[config.mk]
export PLATFORM = sky130hd
export DESIGN_NAME = hazard_detection_unit
export DESIGN_NICKNAME = d
export VERILOG_FILES = /design/src/rtl/hazard_detection_unit_pkg.sv /design/src/rtl/hazard_detection_unit_reg_scoreboard.sv /design/src/rtl/hazard_detection_unit.sv
export SDC_FILE = /design/constraint.sdc
export NUM_CORES = 1
export LEC_CHECK = 0
export ABC_AREA = 1
export CAP_MARGIN = 30
export CORE_MARGIN = 1.5
export CORE_UTILIZATION = 65
export DETAILED_ROUTE_END_ITERATION = 16
export DONT_BUFFER_PORTS = 1
export PLACE_DENSITY = 0.81
export SLEW_MARGIN = 25
export SYNTH_ARGS = -nofsm -noshare
export SYNTH_HDL_FRONTEND = slang
export SYNTH_SLANG_ARGS = --single-unit
[constraint.sdc]
create_clock -name clk -period 3.03 [get_ports clk]
set_clock_uncertainty 0.1 [all_clocks]
set_input_delay 0.606 -clock clk [delete_from_list [all_inputs] [get_ports clk]]
set_output_delay 0.606 -clock clk [all_outputs]
set_load 0.02 [all_outputs]
[src/rtl/hazard_detection_unit_pkg.sv]
// Shared pipeline definitions for the dual-issue hazard detection logic:
// register index width, default sizing, FSM state encoding and a source-lookup helper.
package hazard_detection_unit_pkg;

    // Architectural register index width and the number of index values it can name.
    localparam int unsigned REG_W = 3;
    localparam int unsigned NSLOT = 1 << REG_W;

    // Default register-file size and load-use wait (module parameters start from these).
    localparam int unsigned DEFAULT_NREG           = 8;
    localparam int unsigned DEFAULT_LOAD_USE_STALL = 1;

    // Width of each per-register wait counter (holds up to 3 stall cycles).
    localparam int unsigned CNT_W = 2;

    // Width of the saturating stall statistics counter.
    localparam int unsigned STALL_CNT_W = 8;

    typedef logic [REG_W-1:0] reg_idx_t;

    // RUN: normal dual issue. SPLIT: slot 1 has issued, slot 2 still waiting in ID.
    typedef enum logic [0:0] {
        RUN   = 1'b0,
        SPLIT = 1'b1
    } hdu_state_e;

    // True when any of the three named source registers has a pending load.
    // Register 0 is hard-wired and never reported as pending.
    function automatic logic src_pending(
        input logic [NSLOT-1:0] pending,
        input reg_idx_t         rm,
        input reg_idx_t         rn,
        input reg_idx_t         rd
    );
        logic hit;
        hit = 1'b0;
        if (rm != '0 && pending[rm]) hit = 1'b1;
        if (rn != '0 && pending[rn]) hit = 1'b1;
        if (rd != '0 && pending[rd]) hit = 1'b1;
        return hit;
    endfunction

endpackage

[src/rtl/hazard_detection_unit_reg_scoreboard.sv]
// Per-register load-use wait counters. A register loaded by an issuing slot-2
// load counts down from LOAD_USE_STALL; nonzero marks the register as pending.
module reg_scoreboard
    import hazard_detection_unit_pkg::*;
#(
    parameter int unsigned NREG           = DEFAULT_NREG,
    parameter int unsigned LOAD_USE_STALL = DEFAULT_LOAD_USE_STALL
) (
    input  logic             clk,
    input  logic             reset,
    input  logic             load_en,
    input  logic [REG_W-1:0] load_reg,
    output logic [NREG-1:0]  nonzero
);

    localparam logic [CNT_W-1:0] LOAD_VAL = CNT_W'(LOAD_USE_STALL);

    for (genvar r = 0; r < NREG; r++) begin : g_reg
        if (r == 0) begin : g_zero
            // Register 0 is never written, so it has no counter at all.
            assign nonzero[r] = 1'b0;
        end else begin : g_cnt
            logic [CNT_W-1:0] cnt;

            // Load takes priority over the per-cycle decrement.
            always_ff @(posedge clk) begin
                if (reset) begin
                    cnt <= '0;
                end else if (load_en && (load_reg == REG_W'(r))) begin
                    cnt <= LOAD_VAL;
                end else if (cnt != '0) begin
                    cnt <= cnt - CNT_W'(1);
                end
            end

            assign nonzero[r] = (cnt != '0);
        end
    end

endmodule

[src/rtl/hazard_detection_unit.sv]
// Dual-issue hazard detection: stalls on load-use hazards tracked by the
// register scoreboard and splits a bundle whose slot 2 depends on slot 1.
module hazard_detection_unit
    import hazard_detection_unit_pkg::*;
#(
    parameter int unsigned NREG           = DEFAULT_NREG,
    parameter int unsigned LOAD_USE_STALL = DEFAULT_LOAD_USE_STALL
) (
    input  logic                   clk,
    input  logic                   reset,
    input  logic                   IF_ID_valid1,
    input  logic                   IF_ID_valid2,
    input  logic [REG_W-1:0]       IF_ID_rm_1,
    input  logic [REG_W-1:0]       IF_ID_rn_1,
    input  logic [REG_W-1:0]       IF_ID_rd_1,
    input  logic [REG_W-1:0]       IF_ID_rm_2,
    input  logic [REG_W-1:0]       IF_ID_rn_2,
    input  logic [REG_W-1:0]       IF_ID_rd_2,
    input  logic                   IF_ID_RegWrite1,
    input  logic                   IF_ID_RegWrite2,
    input  logic                   IF_ID_MemRead2,
    input  logic                   flush,
    output logic                   PC_Write_n,
    output logic                   Bubble1,
    output logic                   Bubble2,
    output logic [NREG-1:0]        busy,
    output logic [STALL_CNT_W-1:0] stall_count
);

    hdu_state_e       state_q;
    hdu_state_e       state_d;
    logic [NREG-1:0]  reg_nz;
    logic [NSLOT-1:0] pending;
    logic             hazard1;
    logic             hazard2;
    logic             pair_dep;
    logic             load_en;

    // Counter update is gated on slot 2 actually issuing, which in turn
    // depends on Bubble2 from the FSM below.
    assign load_en = !reset && IF_ID_valid2 && !Bubble2 &&
                     IF_ID_MemRead2 && IF_ID_RegWrite2 && (IF_ID_rd_2 != '0);

    reg_scoreboard #(
        .NREG           (NREG),
        .LOAD_USE_STALL (LOAD_USE_STALL)
    ) u_scoreboard (
        .clk      (clk),
        .reset    (reset),
        .load_en  (load_en),
        .load_reg (IF_ID_rd_2),
        .nonzero  (reg_nz)
    );

    // Widen the pending map to every index a 3-bit field can name;
    // indices beyond NREG are never pending.
    for (genvar r = 0; r < NSLOT; r++) begin : g_pending
        if (r < NREG) begin : g_real
            assign pending[r] = reg_nz[r];
        end else begin : g_none
            assign pending[r] = 1'b0;
        end
    end

    assign hazard1 = IF_ID_valid1 &&
                     src_pending(pending, IF_ID_rm_1, IF_ID_rn_1, IF_ID_rd_1);
    assign hazard2 = IF_ID_valid2 &&
                     src_pending(pending, IF_ID_rm_2, IF_ID_rn_2, IF_ID_rd_2);

    // Slot 2 reads (or overwrites) the register slot 1 is writing in the same bundle.
    assign pair_dep = IF_ID_valid1 && IF_ID_valid2 && IF_ID_RegWrite1 &&
                      (IF_ID_rd_1 != '0) &&
                      ((IF_ID_rd_1 == IF_ID_rm_2) ||
                       (IF_ID_rd_1 == IF_ID_rn_2) ||
                       (IF_ID_rd_1 == IF_ID_rd_2));

    // Pending state is hidden while reset is held so nothing downstream sees a stale wait.
    assign busy = reset ? '0 : reg_nz;

    // FSM state register.
    always_ff @(posedge clk) begin
        if (reset) begin
            state_q <= RUN;
        end else begin
            state_q <= state_d;
        end
    end

    // Next state and stall/bubble outputs; reset, then flush, take priority over hazards.
    always_comb begin
        state_d    = state_q;
        PC_Write_n = 1'b0;
        Bubble1    = 1'b0;
        Bubble2    = 1'b0;
        if (reset) begin
            state_d = RUN;
        end else if (flush) begin
            Bubble1 = 1'b1;
            Bubble2 = 1'b1;
            state_d = RUN;
        end else begin
            case (state_q)
                RUN: begin
                    if (hazard1 || hazard2) begin
                        PC_Write_n = 1'b1;
                        Bubble1    = 1'b1;
                        Bubble2    = 1'b1;
                    end else if (pair_dep) begin
                        PC_Write_n = 1'b1;
                        Bubble2    = 1'b1;
                        state_d    = SPLIT;
                    end
                end
                SPLIT: begin
                    Bubble1 = 1'b1;
                    if (hazard2) begin
                        PC_Write_n = 1'b1;
                        Bubble2    = 1'b1;
                    end else begin
                        state_d = RUN;
                    end
                end
                default: begin
                    state_d = RUN;
                end
            endcase
        end
    end

    // Saturating count of cycles in which fetch was held.
    always_ff @(posedge clk) begin
        if (reset) begin
            stall_count <= '0;
        end else if (PC_Write_n && (stall_count != '1)) begin
            stall_count <= stall_count + STALL_CNT_W'(1);
        end
    end

endmodule

* Word-level counts from Yosys, hierarchy flattened *
Cells that the tools add are included.
Widths: inputs -> output; s select.

storage, ports and cells
  register bits after elaboration = 23
  bits in latches = 0
  bits in writable memories = 0
  bits in read-only memories = 0
  input bits = 26
  output and inout port bits = 19
  logic and storage cells = 147
  memories kept = 0

operators by class
  add/subtract/negate cells = 8
  multiply operators = 0
  divide/modulo/power cells = 0
  $lt $le $gt $ge = 6
  eq/ne operators = 11
  shifts and indexed selects = 0
  muxes and demuxes = 47
  bitwise logic cells = 1
  reduce and logical (&&, ||, !) cells = 58

operators with widths
  operator             number
  $mux 1               37
  $reduce_bool 2->1    14
  $logic_and 1x1->1    25
  $lt 3x4->1 const B   6
  $bmux 1 s3           6
  $reduce_bool 3->1    6
  $reduce_or 2->1      8
  $sub 2x1->2 const B  7
  $eq 3x3->1 const B   4
  $eq 3x3->1           3
  $add 8x1->8 const B  1
  $mux 8               1
  $ne 8x8->1 const B   1
  $eq 3x2->1 const B   2
  $pmux 1 s2           3
  $eq 3x1->1 const B   1
  $logic_or 1x1->1     3
  $logic_not 1->1      2
  $not 1->1            1

* Depth between registers and ports, before layout *
Gate-level depths: netlist of run 1.

  word-level depth = 20
  depth in mapped cells = 19
  gate-level depth less buffers = 18

* Cells and area by module *
Synthesis of run 1 repeated with hierarchy kept, for this count alone.

unflattened totals
  cell total of the unflattened synthesis = 331
  area, all modules = 1,948.1 um2

modules (own cells, without submodules)
  module                 instances  cells each  area an instance (um2)  sequential area each (um2)
  hazard_detection_unit  1          210         1,174.9                 180.2
  reg_scoreboard         1          121         773.2                   280.3

* Worst setup path after synthesis of run 1 *
No wires, ideal clock.

  kind = input port to output port
  start point = input IF_ID_rm_2[0]
  end point = output Bubble1
  data arrival time = 1.747 ns
  data required time = 2.324 ns
  setup slack = 0.577 ns
  stages on the path = 10
  buffers on the path = 1
  path through = buf_2 -> a21oi_1 -> o21ai_1 -> nand3_1 -> o21ai_4 -> nand3_2 -> nand2_4 -> nand2_1 -> nor2_1 -> a21oi_1

between the ends
  cells in the longest elaborated chain, start to end = 12
  elaborated cells on any way between the ends = 13
  those cells by class = mux: 9; reduce/logical: 4

RTL lines
  element                       RTL line                         source
  start: declaration            hazard_detection_unit.sv:16      input logic [REG_W-1:0] IF_ID_rm_2,
  $bmux 1 s3                    hazard_detection_unit_pkg.sv:37  if (rm != '0 && pending[rm]) hit = 1'b1;
  $mux 1 (not written as such)  hazard_detection_unit_pkg.sv:37
  $logic_and 1x1->1 *           hazard_detection_unit_pkg.sv:37
  $mux 1 *                      hazard_detection_unit_pkg.sv:37
  $mux 1 *                      hazard_detection_unit_pkg.sv:38  if (rn != '0 && pending[rn]) hit = 1'b1;
  $mux 1 *                      hazard_detection_unit_pkg.sv:39  if (rd != '0 && pending[rd]) hit = 1'b1;
  $logic_and 1x1->1 *           hazard_detection_unit.sv:67      assign hazard2 = IF_ID_valid2 &&
  $logic_or 1x1->1 *            hazard_detection_unit.sv:104     if (hazard1 || hazard2) begin
  $mux 1 *                      hazard_detection_unit.sv:104
  $pmux 1 s2 *                  hazard_detection_unit.sv:102     case (state_q)
  $mux 1 *                      hazard_detection_unit.sv:97      end else if (flush) begin
  $mux 1 *                      hazard_detection_unit.sv:95      if (reset) begin
  end: declaration              hazard_detection_unit.sv:24      output logic Bubble1,

Mark *: on every way between the ends. The rest lies on a longest branch, timed or not. The select of a mux whose other input is x is not followed.

* Worst setup path in the final report of run 1 *
  start point = register u_scoreboard.g_reg[7].g_cnt.cnt[0]
  end point = output Bubble2

between the ends
  cells in the longest elaborated chain, start to end = 13
  elaborated cells on any way between the ends = 33
  those cells by class = mux: 23; reduce/logical: 10

RTL lines
  element                               RTL line                                                  source
  start: declaration                    hazard_detection_unit_reg_scoreboard.sv:23                logic [CNT_W-1:0] cnt;
  start signal: assignment              hazard_detection_unit_reg_scoreboard.sv:32                cnt <= cnt - CNT_W'(1);
  $reduce_bool 2->1 *                   hazard_detection_unit_reg_scoreboard.sv:36                assign nonzero[r] = (cnt != '0);
  $bmux 1 s3                            hazard_detection_unit_pkg.sv:37
  $mux 1 (not written as such)          hazard_detection_unit_pkg.sv:37
  $logic_and 1x1->1                     hazard_detection_unit_pkg.sv:37
  $mux 1                                hazard_detection_unit_pkg.sv:37
  $mux 1                                hazard_detection_unit_pkg.sv:38
  $mux 1                                hazard_detection_unit_pkg.sv:39
  $logic_and 1x1->1 (on tied branches)  hazard_detection_unit.sv:65, hazard_detection_unit.sv:67
  $logic_or 1x1->1                      hazard_detection_unit.sv:104
  $mux 1                                hazard_detection_unit.sv:104
  $pmux 1 s2 *                          hazard_detection_unit.sv:102
  $mux 1 *                              hazard_detection_unit.sv:97
  $mux 1 *                              hazard_detection_unit.sv:95
  end: declaration                      hazard_detection_unit.sv:25                               output logic Bubble2,

Marks and branches as above.

==> results_dict.tcl, run 1 <==
set metrics [dict create \
    top_layer "met4" \
    via_count 1808 \
    totalPowerFinal_w 0.00141 \
    die_area_um2 3370 \
    cts_tree "done" \
    cts-root-buf "clkbuf_4" \
    yosysWarnings 0 \
    grt_max_degree 28 \
    wl_met1_um 2060 \
    dp.final_hpwl_um 3580 \
    cpLargestDelayFamily "simple AND/OR/NAND/NOR gates" \
    layout_common_cells "nand2_1 (56), nand3_1 (37), inv_1 (36), a21oi_1 (24), dfxtp_1 (23)" \
    antenna_found_initial 0 \
    track_usage 0.281 \
    syn_area_um2 1970 \
    synth_fp_nets 331 \
    synth_area_leaders "dfxtp_1 (23%), nand2_1 (11%), nand3_1 (9.4%)" \
    syn2layout_area_growth_pct -2.16 \
    cp-end-kind "primary output" \
    start_util 0.697 \
    detail-route-antenna-nets 0 \
    required_ns 2.32 \
    grt_pass1_wl_um 7440 \
    status "finished with violations" \
    cts.hold.buffers_added 0 \
    ys_seq_area_frac 0.234 \
    hold_path_class "in -> reg" \
    fp.dieW_um 58.1 \
    drt-initial-drc-count 115 \
    power_density_nw_per_um2 729 \
    fin_cells 318 \
    cts_sinks 23 \
    gr-total-overflow 0 \
    slew_viol_final 0 \
    post_cts.repair.setup_buffers 0 \
    violations "DRC" \
    critical_path_arrival_ns 2.15 \
    clock.fmax_mhz 350 \
    crit_chain "inv_1 -> ha_1 -> inv_2 -> nand2_1 -> nand3_1 -> nand2_1 -> nand2_1 -> nand2_1 -> nand3_1 -> nand2_2 -> nand2_2 -> nand2_4 -> nand3_4 -> nand2_4 -> inv_1" \
    routed-wl-met2_um 2140 \
    gp_congestion 0.883 \
    p_leak_nw 0.868 \
    syn_inst 297 \
    yosys.area.top_type "dfxtp_1" \
    final_cell_area_um2 1930 \
    fin_nets 322 \
    io_buffers 0 \
    htree_levels 1 \
    crit_fanout 9 \
    wl_per_cell_um 14.4 \
    maxCapViolCount 0 \
    die_y_um 58.1 \
    drive_above_1_share 0.108 \
    io_pins 45 \
    drc 2 \
    startpoint_type "flop" \
    setup_violations 0 \
    synth_top_area_frac 0.234 \
    synth_cell_type_count 36 \
    via_per_inst 5.69 \
    timing.final.crit_share 0.943 \
    final_common_cell "nand2_1" \
    tns_ns 0 \
    critPathSlowestCell "ha_1" \
    coreArea_um2 2830 \
    cp_num_buf_inv 3 \
    grt_pass1_vias 1687 \
    worst_pin_slew_ns 0.571 \
    cts.reportedPaths.clkPinSlew_ns 0.13 \
    dpl-instance-area_um2 1890 \
    clk_latency_ns 0.31 \
    finalHoldViolations 0 \
    ir_worst_vdd_mv 0.516 \
    insertedDiodeCount 0 \
    min_period_ns 2.86 \
    ys_seq_elements 23 \
    path_common_cell "nand2_1" \
    worstSetupPathType "reg -> out" \
    cts-buffers-inserted 3 \
    rsz0062_at_grt "no" \
    slowest_delay_ns 0.37 \
    num_rows 19 \
    firstDrtPassIters 12 \
    placed_cells 314 \
    wl_met3_um 333 \
    cts_buffer_depth 2 \
    avgSynthCellArea_um2 6.64 \
    slew_headroom 0.619 \
    drt-total-wl_um 4570 \
]
[layout make-up]
class,instances,area [um2]
sequential,23,460
tap,31,38.8
clock buffer,4,26.3
inverter,47,178
multi-input combinational,213,1230
fill,255,900
[routing by layer]
metal,GRT usage,up-vias
li1,-,937
met1,0.370,807
met2,0.471,60
met3,0.0558,4
met4,0.0698,0
met5,0,-
[kinds of logic (layout without fill, tap and decap cells)]
logic type,Yosys count,count (layout),synth area share
buffers and inverters,61,51,0.150
DFF,23,23,0.234
adders and majority gates,8,8,0.0508
xor gates and xnor gates,20,20,0.0888
and+or+nand+nor,139,139,0.342
AOI/OAI and AO/OA,45,45,0.133
other,1,1,0.00190
[final timing paths]
check	slack, ns	depth (start not counted)	endpoint	start
hold / removal	0.24	1	stall_count[5]$_SDFFE_PP0P_	reset
setup / recovery	0.17	15	Bubble2	u_scoreboard.g_reg[7].g_cnt.cnt[0]$_SDFFE_PP0P_
setup reg to reg	0.78	17	u_scoreboard.g_reg[7].g_cnt.cnt[1]$_SDFFE_PP0N_	u_scoreboard.g_reg[7].g_cnt.cnt[0]$_SDFFE_PP0P_
hold reg to reg	0.42	2	state_q$_SDFF_PP0_	state_q$_SDFF_PP0_
[stage by stage]
step	hold slack, ns	util	setup WS [ns]
floorplan	0.376	-	0.577
global placement	0.405	0.669	0.516
detailed placement	0.405	0.669	0.485
CTS	0.241	0.678	0.130
global route	0.217	0.682	0.0108
finish	0.241	0.682	0.173
[synth_stat cells, drive strengths merged]
cell         number
buf              12
clkbuf            1
nand3b            2
nor2             21
a211oi            2
a21oi            27
xor2             10
nand3            40
xnor2            10
dfxtp            23
nand2            62
o211ai            1
nor3              2
ha                8
nand4             9
a31oi             1
and2              3
conb              1
clkinv            1
dlygate4sd3       1
inv              46
o21ai            13
o22ai             1
[repair_timing]
item	in CTS	in global routing
endpoints found under the hold margin	0	0
resized for setup	0	4
endpoints found under the setup margin	0	2
[flip-flops by register name, summed over array words and instances (netlist names)]
register,count
u_scoreboard.g.g_cnt.cnt,14
stall_count,8
state_q,1
[where the power goes]
part	total, W	switching, W	internal [W]
combinational	0.000831	0.000531	0.000301
sequential	0.000430	0.0000473	0.000383
clock	0.000144	0.0000929	0.0000514
total	0.00141	0.000671	0.000735
No activity file was read; power rests on OpenSTA's default activity.
==> inputs of run 2 (changes only) <==
--- a/config.mk
+++ b/config.mk
@@ -9,9 +9,9 @@
 export CAP_MARGIN = 30
 export CORE_MARGIN = 1.5
-export CORE_UTILIZATION = 65
+export CORE_UTILIZATION = 57
 export DETAILED_ROUTE_END_ITERATION = 16
 export DONT_BUFFER_PORTS = 1
-export PLACE_DENSITY = 0.81
-export SLEW_MARGIN = 25
+export PLACE_DENSITY = 0.75
+export SLEW_MARGIN = 20
 export SYNTH_ARGS = -nofsm -noshare
 export SYNTH_HDL_FRONTEND = slang
==> constraint.sdc (replaced) <==
create_clock -name clk -period 2.4 [get_ports clk]
set_clock_uncertainty 0.1 [all_clocks]
set_input_delay 0.24 -clock clk [delete_from_list [all_inputs] [get_ports clk]]
set_output_delay 0.24 -clock clk [all_outputs]
set_load 0.02 [all_outputs]
==> run 2 against run 1 <==
Via count increased by 4.3%; highest routed layer unchanged; largest cell class unchanged; the flow now finishes without violations; worst setup slack got worse by 0.059 ns; utilization decreased by 4.7 points; non-clock buffer count increased by 7; count of clock-buffer cells in the layout decreased by 1; largest power group unchanged; flip-flop and latch count unchanged; sequential share of layout area decreased by 1.8 points; register-to-register slack got worse by 0.43 ns.
==> results_dict.tcl, run 2 (same netlist as run 1, synthesis figures left out) <==
set metrics [dict create \
    detail-route-antenna-nets 0 \
    met2_usage 0.426 \
    regArea_um2 468 \
    htree_levels 1 \
    required_ns 2.06 \
    startpoint "u_scoreboard.g_reg[4].g_cnt.cnt[0]$_SDFFE_PP0P_" \
    intPower_w 0.00108 \
    coreArea_um2 3340 \
    gr-total-overflow 0 \
    cp-end-kind "primary output" \
    top_register "u_scoreboard.g.g_cnt.cnt" \
    slew_viol_final 0 \
    worst_pin_slew_ns 0.590 \
    grt-busiest-layer "met2" \
    endpoint "Bubble1" \
    r2r_cells 13 \
    drc 0 \
    drt-initial-drc-count 141 \
    rr_endpoint "u_scoreboard.g_reg[7].g_cnt.cnt[1]$_SDFFE_PP0N_" \
    slew_headroom 0.605 \
    hold_path_class "in -> reg" \
    dpl-instance-area_um2 1920 \
    hold_ws_ns 0.00739 \
    multi_input_area_um2 1330 \
    switching_share 0.464 \
    via_count 1886 \
    die_area_um2 3820 \
    firstDrtPassIters 6 \
    reg_top3 "u_scoreboard.g.g_cnt.cnt x14, stall_count x8, state_q x1" \
    layout_common_cells "nand2_1 (56), nand3_1 (37), inv_1 (35), a21oi_1 (23), nor2_1 (19)" \
    min_from "IF_ID_rd_2[2]" \
    final_cell_area_um2 2120 \
    grt_max_degree 15 \
    crit_fanout 8 \
    io_pins 45 \
    die_y_um 61.8 \
    syn2layout_area_growth_pct 7.42 \
    grt_pass1_wl_um 7290 \
    wl_per_cell_um 14.7 \
    dp.final_hpwl_um 3600 \
    grt_pass1_vias 1660 \
    io_buffers 0 \
    fin_cells 340 \
    grtUsageMet1 0.328 \
    finalHoldViolations 0 \
    placed_cells 330 \
    p_sw_w 0.000935 \
    startpoint_type "flop" \
    power_frac_seq 0.274 \
    status "finished clean" \
    cts.reportedPaths.clkPinSlew_ns 0.15 \
    track_usage 0.254 \
    rrSetupSlack_ns 0.35 \
    r2r_start "u_scoreboard.g_reg[4].g_cnt.cnt[0]$_SDFFE_PP0P_" \
    cts_tree "done" \
    insertedDiodeCount 0 \
    cts-root-buf "clkbuf_4" \
    cts_buffer_depth 2 \
    combPwrFrac 0.630 \
    fillers 319 \
    antenna_found_initial 0 \
    num_rows 21 \
    met3_usage 0.0393 \
    maxCapViolCount 0 \
    gp_congestion 0.881 \
    cts-buffers-inserted 3 \
    clock.fmax_mhz 437 \
    setup_violations 0 \
    timing.final.crit_share 0.953 \
    cts_sinks 23 \
    ir_worst_vdd_mv 0.488 \
    drive_above_1_share 0.163 \
    fin_nets 329 \
    via_per_inst 5.55 \
    largest_reg_flops 14 \
    p_leak_nw 0.916 \
    drt-total-wl_um 4990 \
    critical_path_arrival_ns 1.95 \
    start_util 0.591 \
    clk_latency_ns 0.33 \
    fp.dieW_um 61.8 \
    final_common_cell "nand2_1" \
    power_density_nw_per_um2 951 \
    tns_ns 0 \
    min_period_ns 2.29 \
    worstSetupPathType "reg -> out" \
    clkPwrFrac 0.097 \
]
## run 2: cell count changes in the layout (fill, tap and decap cells not counted), moves of 3 or more
cell	before	now
buf_4	0	3
dfxtp_1	23	17
dfxtp_2	0	6
dlygate4sd3_1	0	4
ha_1	5	1
ha_2	3	0
ha_4	0	7
## run 2: stage by stage
step	utilization	setup WS, ns	power (W)
CTS	0.600	0.00762	0.00181
global placement	0.575	0.218	0.00156
detailed placement	0.575	0.191	0.00157
global route	0.635	-0.00801	0.00220
finish	0.635	0.114	0.00201
floorplan	-	0.407	0.00148
## run 2: critical path, stage by stage (launching register included)
cell and delay [ns]:
dfxtp_1 0.35, inv_1 0.10, ha_4 0.20, inv_2 0.05, o21ai_1 0.15, nand3_1 0.14, o21ai_4 0.08, nand3_2 0.13
nand2_4 0.12, nand2_1 0.09, nor2_4 0.12, a21oi_4 0.09
## run 2: how the worst min path moves through the flow
| stage | endpoint | slack [ns] | cells past startpoint |
|---|---|---|---|
| 4_1_cts | u_scoreboard.g_reg[4].g_cnt.cnt[0]$_SDFFE_PP0P_ | 0.01 | 2 |
| 3_5_place_dp | u_scoreboard.g_reg[6].g_cnt.cnt[0]$_SDFFE_PP0P_ | 0.21 | 1 |
| 5_1_grt | u_scoreboard.g_reg[4].g_cnt.cnt[0]$_SDFFE_PP0P_ | 0.009 | 2 |
| 6_report | u_scoreboard.g_reg[4].g_cnt.cnt[0]$_SDFFE_PP0P_ | 0.007 | 2 |
| 3_3_place_gp | u_scoreboard.g_reg[2].g_cnt.cnt[0]$_SDFFE_PP0P_ | 0.21 | 1 |
| 2_1_floorplan | state_q$_SDFF_PP0_ | 0.31 | 2 |
## run 2: layout make-up
class,instances,share of cell area
multi-input combinational,213,0.626
sequential,23,0.221
inverter,47,0.0839
timing repair buffer,7,0.0295
tap,46,0.0272
clock buffer,3,0.0106
clock inverter,1,0.00236
## run 2: what timing repair did
item                                    4_1_cts  5_1_grt
pin swaps                                     0        4
gates resized for setup                       7       20
endpoints found under the setup margin        3        3
hold endpoints to repair                     15        1
hold buffers                                  3        1
buffers inserted                              0        2
## run 2: per-layer routing
layer | up-vias | routed length, um
met1 | 869 | 2170
met5 | - | 0
met2 | 58 | 2460
met3 | 6 | 304
li1 | 953 | -
met4 | 0 | 59
## run 2: power groups by stage
stage	Combinational (W)	Sequential (W)	Clock, W
floorplan	0.000940	0.000539	0
global placement	0.00101	0.000546	0
detailed placement	0.00102	0.000549	0
CTS	0.00108	0.000541	0.000187
global route	0.00142	0.000563	0.000214
finish	0.00127	0.000551	0.000195
